$ cat src/rtl/aux_int_request.sv
// rtl/aux_int_request.sv - button synchroniser/debouncer feeding a priority-encoded interrupt request
module aux_int_request #(
    parameter int NumCh       = 3,
    parameter int DebounceCnt = 4,
    parameter int IdBit       = 2
) (
    input  logic             clk,
    input  logic             rst,
    input  logic [NumCh-1:0] btn,
    input  logic             clear,
    input  logic             ack,
    output logic             req_valid,
    output logic [IdBit-1:0] req_id,
    output logic [NumCh-1:0] pending,
    output logic [NumCh-1:0] level
);

    localparam int CntW = $clog2(DebounceCnt + 1);
    localparam logic [CntW-1:0] CntLast = CntW'(DebounceCnt - 1);

    typedef enum logic [1:0] {
        IDLE    = 2'd0,
        PEND    = 2'd1,
        WAITREL = 2'd2
    } state_e;

    logic [NumCh-1:0] s1_q, s2_q;
    logic [NumCh-1:0] level_q, level_d;
    logic [NumCh-1:0] level_prev_q;
    logic [CntW-1:0]  cnt_q [NumCh];
    logic [CntW-1:0]  cnt_d [NumCh];
    state_e           state_q [NumCh];
    state_e           state_d [NumCh];
    logic             grant;

    always_ff @(posedge clk) begin
        if (rst) begin
            s1_q         <= '0;
            s2_q         <= '0;
            level_q      <= '0;
            level_prev_q <= '0;
            for (int i = 0; i < NumCh; i++) begin
                cnt_q[i]   <= '0;
                state_q[i] <= IDLE;
            end
        end else begin
            s1_q         <= btn;
            s2_q         <= s1_q;
            level_q      <= level_d;
            level_prev_q <= level_q;
            for (int i = 0; i < NumCh; i++) begin
                cnt_q[i]   <= cnt_d[i];
                state_q[i] <= state_d[i];
            end
        end
    end

    // Level only changes after DebounceCnt consecutive disagreeing samples.
    always_comb begin
        level_d = level_q;
        for (int i = 0; i < NumCh; i++) begin
            cnt_d[i] = cnt_q[i];
            if (s2_q[i] == level_q[i]) begin
                cnt_d[i] = '0;
            end else if (cnt_q[i] == CntLast) begin
                level_d[i] = ~level_q[i];
                cnt_d[i]   = '0;
            end else begin
                cnt_d[i] = cnt_q[i] + 1'b1;
            end
        end
    end

    assign grant = ack & req_valid;

    // clear takes precedence over ack; a channel still held must be released before re-arming.
    always_comb begin
        for (int i = 0; i < NumCh; i++) begin
            state_d[i] = state_q[i];
            case (state_q[i])
                IDLE: begin
                    if (level_q[i] && !level_prev_q[i]) state_d[i] = PEND;
                end
                PEND: begin
                    if (clear) begin
                        state_d[i] = level_q[i] ? WAITREL : IDLE;
                    end else if (grant && (req_id == IdBit'(i))) begin
                        state_d[i] = WAITREL;
                    end
                end
                WAITREL: begin
                    if (!level_q[i]) state_d[i] = IDLE;
                end
                default: state_d[i] = IDLE;
            endcase
        end
    end

    always_comb begin
        pending = '0;
        for (int i = 0; i < NumCh; i++) begin
            pending[i] = (state_q[i] == PEND);
        end
    end

    always_comb begin
        req_id = '0;
        for (int i = NumCh - 1; i >= 0; i--) begin
            if (pending[i]) req_id = IdBit'(i);
        end
    end

    assign req_valid = |pending;
    assign level     = level_q;

endmodule

$ cat config.mk
export PLATFORM = sky130hd
export DESIGN_NAME = aux_int_request
export DESIGN_NICKNAME = d
export VERILOG_FILES = /design/src/rtl/aux_int_request.sv
export SDC_FILE = /design/constraint.sdc
export NUM_CORES = 1
export LEC_CHECK = 0
export BUFFER_PORTS_ARGS = -buffer_cell sky130_fd_sc_hd__buf_4
export CORE_MARGIN = 2
export CORE_UTILIZATION = 50
export DETAILED_ROUTE_END_ITERATION = 6
export GPL_TIMING_DRIVEN = 0
export PLACE_DENSITY = 0.82
export SLEW_MARGIN = 20
export SYNTH_ARGS = -nofsm -noshare
export SYNTH_HDL_FRONTEND = slang
export SYNTH_SLANG_ARGS = --single-unit
$ cat constraint.sdc
create_clock -name clk -period 1.95 [get_ports clk]
set_clock_uncertainty 0.15 [all_clocks]
set_input_delay 0.39 -clock clk [delete_from_list [all_inputs] [get_ports clk]]
set_output_delay 0.39 -clock clk [all_outputs]
set_load 0.02 [all_outputs]
==> results of run 1 <==
-- worst max path at each step --
stage	end	start
finish	req_id[1]	state_q[0][3]
global route	req_id[1]	state_q[0][3]
CTS	req_id[1]	state_q[0][1]
detailed placement	req_id[1]	state_q[0][3]
global placement	req_id[1]	state_q[0][1]
floorplan	req_id[1]	state_q[0][3]
-- synthesized netlist by cell type, drive strengths merged, types with 2 or more instances --
library cell,count,area (sq um)
or3,3,23.8
nor3b,3,27.5
nor3,3,15.0
dfxtp,27,541
o21ai,3,15.0
a211oi,2,15.0
nor2b,10,62.6
xnor2,3,26.3
mux2i,3,30.0
nand3,2,10.0
nand2b,3,18.8
nand3b,2,15.0
a21oi,2,10.0
clkbuf,2,8.75
nor2,17,71.3
inv,9,33.8
ha,6,75.1
-- critical path, delay by kind of cell, from the launching register on --
family	cells	cell delay, ns
flip-flops	1	0.39
AND/OR/NAND/NOR	2	0.32
buffers and inverters	2	0.24
-- where the power goes --
group / switching (W) / total (W) / internal (W) / leakage, nW
Clock: 0.000149 / 0.000229 / 0.0000801 / 0.0150
Combinational: 0.0000161 / 0.0000337 / 0.0000176 / 0.289
Sequential: 0.00000336 / 0.000561 / 0.000558 / 0.220
Total: 0.000169 / 0.000824 / 0.000656 / 0.524
-- flip-flops by register name, indices dropped and copies added (netlist names) --
| name | count |
|---|---|
| cnt_q | 9 |
| state_q | 6 |
| level | 3 |
| level_prev_q | 3 |
| s1_q | 3 |
| s2_q | 3 |
-- layout make-up --
| cell class | count | area, sq um | share of cell area |
|---|---|---|---|
| Tap cell | 27 | 33.8 | 0.0274 |
| Buffer | 2 | 8.76 | 0.00710 |
| Inverter | 9 | 33.8 | 0.0274 |
| Multi-Input combinational cell | 69 | 482 | 0.390 |
| Timing Repair Buffer | 14 | 105 | 0.0852 |
| Clock buffer | 4 | 26.3 | 0.0213 |
| Sequential cell | 27 | 544 | 0.441 |
-- through the flow --
step | hold slack [ns] | power (W) | worst slack (ns)
finish | 0.119 | 0.000824 | 0.140
floorplan | 0.249 | 0.000595 | 0.186
CTS | 0.109 | 0.000837 | 0.0121
global route | 0.105 | 0.000863 | 0.0371
detailed placement | 0.263 | 0.000609 | 0.375
global placement | 0.258 | 0.000608 | 0.404
-- metal layers --
metal  up-vias  share of wire  global-route usage
li1        391              -                   -
met1       334           0.47               0.185
met2        15           0.46               0.231
met3         5          0.036              0.0273
met4         0          0.032               0.111
met5         -              0                   0
-- logic make-up after synthesis --
kind of cell    Yosys count  synth area share
flops                    27             0.515
buf+inv                  11            0.0405
compound gates           11            0.0703
simple gates             46             0.249
fa+ha+maj                 6            0.0715
mux                       3            0.0286
xor+xnor                  3            0.0250
-- timing repair --
| item | CTS | global route |
|---|---|---|
| resized for setup | 1 | 5 |
| endpoints found under the setup margin | 1 | 2 |
| cloned | 0 | 0 |
| hold buffers | 0 | 0 |
==> results.md, run 1 <==
* Status: finished clean
* Root Buffer: clkbuf_4
* Seq/Total Area, Yosys at 0.515
* Pwr dens at 668 mW/mm^2
* Die width at 49.8 microns
* GR Overflow Total at 0
* Worst slew pin tran at 0.414 ns
* Top_reg_cell synth: dfxtp_1
* Share of cells above drive strength 1 at 0.224
* GPL Wtd Cong at 0.747
* Drt total wl at 1.64 mm
* Pin count of the biggest net entering global routing at 15
* Final cell count without fillers at between 150 and 200
* Most common cell after layout, fill and taps aside: dfxtp_1
* Final hold vios at 0
* Hold WC Path Type: in2reg
* Row cnt at 16
* Initial DRC count at 6
* Reg2Reg Setup Slack at 0.50 ns
* HPWL after DPL at 1.24 mm
* #FFs+latches synth at 27
* I/O pin cnt at 16
* R2r startpoint: cnt_q[0][3]
* Design area at 0.00123 sq mm
* Post-route setup TNS at 0 ns
* Startpoint types: flip-flop
* Crit path DAT at 1.27 ns
* Total Die Area at 0.00248 sq mm
* Hold worst-path end: s1_q[1]
* Vias at 745
* DR DRC count at 0
* Worst-skew pair later-pin latency at 0.32 ns
* Hold Crit Depth at 2
* Fill cells at 181
* Post-synth ARST share at 0
* Final setup fails at 0
* Vias in the first global route at 660
* DR pass1 iterations at 4
* CTS tree: yes
* Max Slew Vio Count at 0
* Relative slew slack at 0.724
* DRT antenna net count at 0
* Yosys cell types at 28
* Via/cell ratio at 4.90
* I/O Buffers at 14
* Post-synthesis cell count at 107
* Max Fclk at between 0.5 and 0.6 GHz
* Total of max-cap violations at 0
* Max Root-Sink Buffers at 2
* CP Cell Sequence: nand2b_2 > inv_1 > nor3_2 > buf_4
* Initial Util at 0.535
* CTS sink cnt at 27
* Number of setup buffers added after CTS at 0
* Fin crit share at 0.928
* R2R depth at 4
* Final Core Density at 0.629
* Crit path max fanout at 6
* CTS Buf Count at 3
* First-pass GRT wire length at 2.72 mm
* CP endpoint kind: primary output
* Synth Warn # at 0
* Antenna violations before repair at 0
* CTS H-tree depth at 1
* Avg WL per Cell at approximately 11 microns
* Peak supply drop at between 0.5 and 0.6 mV
* P&R area growth vs syn at 17.5%
* Clk pin slew, worst setup/hold paths at 0.13 ns
* Avg Cell Area, Syn at 9.81 sq um
* Worst hold start: btn[1]
* Setup CP Type: reg2out
* Dpl cells at roughly 150
* Post-layout min period at around 1.8 ns
* Slowest CP cell: dfxtp_4
* Most frequent cells in the layout: 26 x dfxtp_1, 14 x nor2_1, 14 x buf_4, 10 x nor2b_1, 9 x inv_1
* Post-Syn Area at 0.00105 sq mm
* Diodes inserted at 0
* Global Route Usage Sum at 0.150
* Die Y at around 50 microns
* NumNets Final at 139
* Net Count, Synth at 120
* Max incr delay on CP at 0.39 ns
* Post-synth EDFFs at 0
* Static Leak at ~0.52 nW
* Core Region at 0.00196 sq mm
* Placed Area at 0.00119 sq mm
* Worst R2R End: cnt_q[0][4]
* Worst EP required at 1.41 ns
* RSZ-0062 raised after global routing: false
(Power assumes the default switching activity.)
==> run 2: changes to the inputs <==
- CORE_MARGIN: 2 -> 8
==> run 2 against run 1 <==
  * Wire length increased by 8.7%
  * Via count increased by 1.5%
  * Maximum frequency decreased by 2.0%
  * Non-clock buffer count unchanged
  * Critical endpoint unchanged
  * Setup slack got worse by 0.037 ns
  * Power increased by 0.38%
  * Count of clock-buffer cells in the layout decreased by 1
  * Die area increased by 54%
  * Combinational power increased by 2%
==> results.md, run 2 (synthesis gave the netlist of run 1 again) <==
* Die Y at 61.8 microns (was 49.8 microns)
* Post-layout min period at 1.85 ns (was 1.81 ns)
* P&R area growth vs syn at 16.9% (was 17.5%)
* Max Root-Sink Buffers at 2 (unchanged)
* CTS sink cnt at 27 (unchanged)
* Crit path DAT at 1.31 ns (was 1.27 ns)
* Worst-skew pair later-pin latency at 0.31 ns (was 0.32 ns)
* Reg power frac at 0.680 (was 0.681)
* GR Overflow Total at 0 (unchanged)
* Setup CP Type: reg2out (unchanged)
* Fin crit share at 0.947 (was 0.928)
* Final hold vios at 0 (unchanged)
* Placement Setup Slack at 0.357 ns (was 0.375 ns)
* Reg area at 542 sq um (was 544 sq um)
* Total Die Area at 0.00382 sq mm (was 0.00248 sq mm)
* I/O Buffers at 14 (unchanged)
* I/O pin cnt at 16 (unchanged)
* HPWL after DPL at 1.37 mm (was 1.24 mm)
* CTS H-tree depth at 1 (unchanged)
* Design Power at 0.000827 W (was 0.000824 W)
* Vias in the first global route at 743 (was 660)
* Total of max-cap violations at 0 (unchanged)
* Startpoint types: flip-flop (unchanged)
* R2R depth at 4 (unchanged)
* Vias at 756 (was 745)
* Root Buffer: clkbuf_4 (unchanged)
* Static Leak at 0.525 nW (was 0.524 nW)
* Dpl cells at 148 (unchanged)
* Worst slew pin tran at 0.419 ns (was 0.414 ns)
* Global Route Usage Sum at 0.103 (was 0.150)
* First-pass GRT wire length at 3.03 mm (was 2.72 mm)
* CP Cell Sequence: nand2b_2 > inv_1 > nor3_2 > buf_4 (unchanged)
* Hold Crit Depth at 2 (unchanged)
* Drt total wl at 1.78 mm (was 1.64 mm)
* Delay-heaviest family, CP: flip-flops (unchanged)
* Number of setup buffers added after CTS at 0 (unchanged)
* Pin count of the biggest net entering global routing at 16 (was 15)
* Die width at 61.8 microns (was 49.8 microns)
* P_int at 0.000654 W (was 0.000656 W)
* CTS hold repair buffers at 0 (unchanged)
* Post-route setup TNS at 0 ns (unchanged)
* DR pass1 iterations at 4 (unchanged)
* Largest Register: cnt_q (unchanged)
* Clk pin slew, worst setup/hold paths at 0.14 ns (was 0.13 ns)
* Initial Util at 0.530 (was 0.535)
* Antenna violations before repair at 0 (unchanged)
* CTS tree: yes (unchanged)
* Via/cell ratio at 4.97 (was 4.90)
* Max incr delay on CP at 0.39 ns (about the same)
* CP endpoint kind: primary output (unchanged)
* Setup ws final at 0.103 ns (was 0.140 ns)
* Max reg flops at 9 (unchanged)
* Avg WL per Cell at 11.7 microns (was 10.8 microns)
* Initial DRC count at 5 (was 6)
* Diodes inserted at 0 (unchanged)
* Area of the multi-input gates at 477 sq um (was 482 sq um)
* Share of cells above drive strength 1 at 0.232 (was 0.224)
* CTS Buf Count at 3 (unchanged)
* Max Fclk at 0.541 GHz (was 0.553 GHz)
* Combinational share of power at 0.042 (was 0.041)
* Most frequent cells in the layout: 26 x dfxtp_1, 14 x nor2_1, 14 x buf_4, 10 x nor2b_1, 9 x inv_1 (unchanged)
* Crit path max fanout at 6 (unchanged)
* Pwr dens at 674 mW/mm^2 (was 668 mW/mm^2)
* Peak supply drop at 0.497 mV (was 0.562 mV)
* Hold WC Path Type: in2reg (unchanged)
* Status: finished clean (unchanged)
* Clk pwr share at 0.278 (about the same)
* Most common cell after layout, fill and taps aside: dfxtp_1 (unchanged)
* Final cell count without fillers at 152 (unchanged)
* DRT antenna net count at 0 (unchanged)
* Switching share of power at 0.210 (was 0.205)
* Slowest CP cell: dfxtp_2 (was dfxtp_4)
* Top flop regs: cnt_q (9), state_q (6) (unchanged)
* WP depth at 4 (unchanged)
* Switching pwr at 0.000174 W (was 0.000169 W)
* NumNets Final at 139 (unchanged)
* Final setup fails at 0 (unchanged)
* Row cnt at 16 (unchanged)
* Worst path buffer plus inverter count at 2 (unchanged)
* Max Slew Vio Count at 0 (unchanged)
* GPL Wtd Cong at 0.776 (was 0.747)
* DR DRC count at 0 (unchanged)
* Fill cells at 185 (was 181)
* Final Core Density at 0.619 (was 0.629)
* Worst EP required at 1.41 ns (about the same)
* Relative slew slack at 0.721 (was 0.724)
* Core Region at 0.00198 sq mm (was 0.00196 sq mm)
-- run 2: power by group through the flow --
stage	Combinational (W)	Sequential (W)	Clock (W)
floorplan	0.0000205	0.000574	0
global placement	0.0000338	0.000574	0
detailed placement	0.0000349	0.000575	0
CTS	0.0000349	0.000563	0.000241
global route	0.0000389	0.000564	0.000261
finish	0.0000344	0.000563	0.000230
-- run 2: area by class of cell --
type                       count  area share
clock buffer                   3      0.0183
inverter                       9      0.0275
buffer                         2     0.00714
timing repair buffer          14      0.0856
tap                           27      0.0275
sequential                    27       0.441
multi-input combinational     69       0.388
clock inverter                 1     0.00408
-- run 2: worst register-to-register path, delay by kind of cell, from the launching register on --
kind                     cells  cell delay [ns]
AND/OR/NAND/NOR              2             0.49
adder cells (fa/ha/maj)      2             0.41
flip-flops                   1             0.35
-- run 2: what timing repair did --
item | in CTS | in global routing
endpoints found under the hold margin | 0 | 0
endpoints found under the setup margin | 1 | 2
resized for setup | 1 | 3
-- run 2: stage by stage --
| stage | area [sq um] | hold slack [ns] |
|---|---|---|
| 6_report | 1230 | 0.131 |
| 5_1_grt | 1230 | 0.115 |
| 4_1_cts | 1220 | 0.125 |
| 3_5_place_dp | 1190 | 0.267 |
| 3_3_place_gp | 1190 | 0.257 |
| 2_1_floorplan | 1050 | 0.249 |
-- run 2: layer usage --
metal  up-vias  track usage  part of all wire
met5         -            0                 0
met3         2       0.0309             0.080
met2        17        0.182              0.47
met4         0       0.0422            0.0079
li1        386            -                 -
met1       351        0.111              0.44
-- run 2: worst paths after layout --
path	from	endpoint	slack (ns)
worst min-delay path	btn[0]	s1_q[0]	0.13
worst min register to register	cnt_q[0][0]	cnt_q[0][0]	0.29
worst max-delay path	state_q[0][3]	req_id[1]	0.10
worst max register to register	cnt_q[0][3]	cnt_q[0][3]	0.51
==> run 3: changes to the inputs <==
- CORE_UTILIZATION: 50 -> 30
- PLACE_DENSITY: 0.82 -> 0.58
==> run 3 against run 2 <==
  * Sequential power about the same
  * Clock power is essentially flat
  * Cell count increased by 13%
  * Die area grew 48%
  * Cell area grew 2.4%
  * First-iteration DRC count rose to 4.4 times the previous value
  * Register-to-register slack is essentially flat
  * Largest power group unchanged
  * Highest routed layer unchanged
==> results.md, run 3 (synthesis gave the netlist of run 1 again) <==
* GPL Wtd Cong at 0.690 (was 0.776)
* Max Fclk at 0.544 GHz (was 0.541 GHz)
* I/O pin cnt at 16 (unchanged)
* Hold worst-path end: s1_q[0] (unchanged)
* Startpoint types: flip-flop (unchanged)
* Antenna violations before repair at 0 (unchanged)
* Met3 Track Usage GR at 0.0293 (was 0.0309)
* Fill cells at 361 (was 185)
* Drt total wl at 1.89 mm (was 1.78 mm)
* Share of cells above drive strength 1 at 0.224 (was 0.232)
* Crit path max fanout at 6 (unchanged)
* Delay-heaviest family, CP: flip-flops (unchanged)
* RSZ-0062 raised after global routing: false
* HPWL after DPL at 1.41 mm (was 1.37 mm)
* Via/cell ratio at 4.49 (was 4.97)
* Largest Register: cnt_q (unchanged)
* Max Slew Vio Count at 0 (unchanged)
* Initial Util at 0.315 (was 0.530)
* Crit path DAT at 1.30 ns (was 1.31 ns)
* Initial DRC count at 22 (was 5)
* Max incr delay on CP at 0.39 ns (about the same)
* Die width at 75.2 microns (was 61.8 microns)
* Hold Crit Depth at 2 (unchanged)
* Setup CP Type: reg2out (unchanged)
* CTS H-tree depth at 1 (unchanged)
* Design Power at 0.000827 W (about the same)
* Avg WL per Cell at 11.0 microns (was 11.7 microns)
* Worst-skew pair later-pin latency at 0.30 ns (was 0.31 ns)
* Crit. Startpoint: state_q[0][3] (unchanged)
* DRT antenna net count at 0 (unchanged)
* DR pass1 iterations at 4 (unchanged)
* Diodes inserted at 0 (unchanged)
* Most Crowded Layer GR: met2 (unchanged)
* CP Cell Sequence: nand2b_2 > inv_1 > nor3_2 > buf_4 (unchanged)
* Post-layout min period at 1.84 ns (was 1.85 ns)
* Max reg flops at 9 (unchanged)
* CP endpoint kind: primary output (unchanged)
* Pwr dens at 658 mW/mm^2 (was 674 mW/mm^2)
* R2R depth at 4 (unchanged)
* Final hold vios at 0 (unchanged)
* Die Y at 75.2 microns (was 61.8 microns)
* Worst path buffer plus inverter count at 2 (unchanged)
* Post-route setup TNS at 0 ns (unchanged)
* DR DRC count at 0 (unchanged)
* CTS Buf Count at 3 (unchanged)
* Final setup fails at 0 (unchanged)
* Top flop regs: cnt_q (9), state_q (6) (unchanged)
* Worst EP required at 1.41 ns (about the same)
* NumNets Final at 139 (unchanged)
* Worst slew pin tran at 0.512 ns (was 0.419 ns)
* Total of max-cap violations at 0 (unchanged)
* Max Root-Sink Buffers at 2 (unchanged)
* Slowest CP cell: dfxtp_4 (was dfxtp_2)
* Static Leak at 0.524 nW (was 0.525 nW)
* Routing usage on met1 at 0.0724 (was 0.111)
* CTS sink cnt at 27 (unchanged)
* R2r startpoint: cnt_q[0][6] (was cnt_q[0][3])
* Pin count of the biggest net entering global routing at 15 (was 16)
* GR Overflow Total at 0 (unchanged)
* Relative slew slack at 0.659 (was 0.721)
* Core Region at 0.00334 sq mm (was 0.00198 sq mm)
* Most frequent cells in the layout: 26 x dfxtp_1, 14 x nor2_1, 14 x buf_4, 10 x nor2b_1, 9 x inv_1 (unchanged)
* Worst hold start: btn[0] (unchanged)
* Status: finished clean (unchanged)
* Worst R2R End: cnt_q[0][8] (was cnt_q[0][3])
* Row cnt at 21 (was 16)
* Vias in the first global route at 752 (was 743)
* Setup ws final at 0.111 ns (was 0.103 ns)
* Reg2Reg Setup Slack at 0.52 ns (was 0.51 ns)
* Fin crit share at 0.943 (was 0.947)
* Hold WC Path Type: in2reg (unchanged)
* First-pass GRT wire length at 3.16 mm (was 3.03 mm)
* Clk pin slew, worst setup/hold paths at 0.14 ns (about the same)
* Peak supply drop at 0.413 mV (was 0.497 mV)
* Global Route Usage Sum at 0.0732 (was 0.103)
* Total Die Area at 0.00565 sq mm (was 0.00382 sq mm)
* P&R area growth vs syn at 19.8% (was 16.9%)
* Placement Setup Slack at 0.323 ns (was 0.357 ns)
* CTS tree: yes (unchanged)
* Vias at 767 (was 756)
* Root Buffer: clkbuf_4 (unchanged)
* Met2 usage at 0.137 (was 0.182)
* Most common cell after layout, fill and taps aside: dfxtp_1 (unchanged)
* I/O Buffers at 14 (unchanged)
run 3: changes by cell type in the layout (fill, tap and decap cells not counted):
cell      delta
nand2b_2     -1
dfxtp_4      +1
clkbuf_1     +1
nand2b_4     +1
clkinv_2     -1
dfxtp_2      -1
run 3: repair_timing:
action	4_1_cts	5_1_grt
setup endpoints to repair	1	1
resized for setup	2	4
setup buffers	0	0
hold buffers	0	0
pin swaps	0	0
run 3: worst max path at each step:
stage	end	slack, ns	depth (start not counted)
global placement	req_id[1]	0.37	4
finish	req_id[1]	0.11	4
floorplan	req_id[1]	0.19	3
detailed placement	req_id[1]	0.32	4
CTS	req_id[1]	0.0006	4
global route	req_id[1]	0.01	4
run 3: worst register-to-register path: cells and delay by family (launching register included):
family | cells | cell delay [ns]
simple gates | 2 | 0.50
fa+ha+maj | 2 | 0.39
flops | 1 | 0.34
run 3: cell type report:
class                   count  area, sq um  share of cell area
multi-input cells          69          482               0.383
plain buffers               2         8.76             0.00697
flip-flops and latches     27          544               0.433
inverters                   9         33.8              0.0269
repair buffers             14          105              0.0836
clock buffers               4         26.3              0.0209
well taps                  46         57.6              0.0458
run 3: per-stage QoR:
step	area, sq um	util	std cells	hold slack (ns)
6_report	1260	0.377	171	0.125
5_1_grt	1260	0.377	171	0.102
4_1_cts	1240	0.373	171	0.112
3_5_place_dp	1210	0.363	167	0.266
3_3_place_gp	1210	0.363	167	0.258
2_1_floorplan	1050	-	107	0.249
run 3: power breakdown:
part | internal [W] | total (W) | leakage (nW) | switching (W)
Sequential | 0.000558 | 0.000561 | 0.220 | 0.00000320
Combinational | 0.0000177 | 0.0000358 | 0.289 | 0.0000181
Clock | 0.0000799 | 0.000230 | 0.0150 | 0.000150
Total | 0.000655 | 0.000827 | 0.524 | 0.000172
run 3: per-layer routing:
layer | up-vias | part of all wire | wire length (microns)
met5 | - | 0 | 0
met4 | 0 | 0.014 | 26
met3 | 2 | 0.078 | 147
met2 | 20 | 0.48 | 902
met1 | 357 | 0.43 | 809
li1 | 388 | - | -
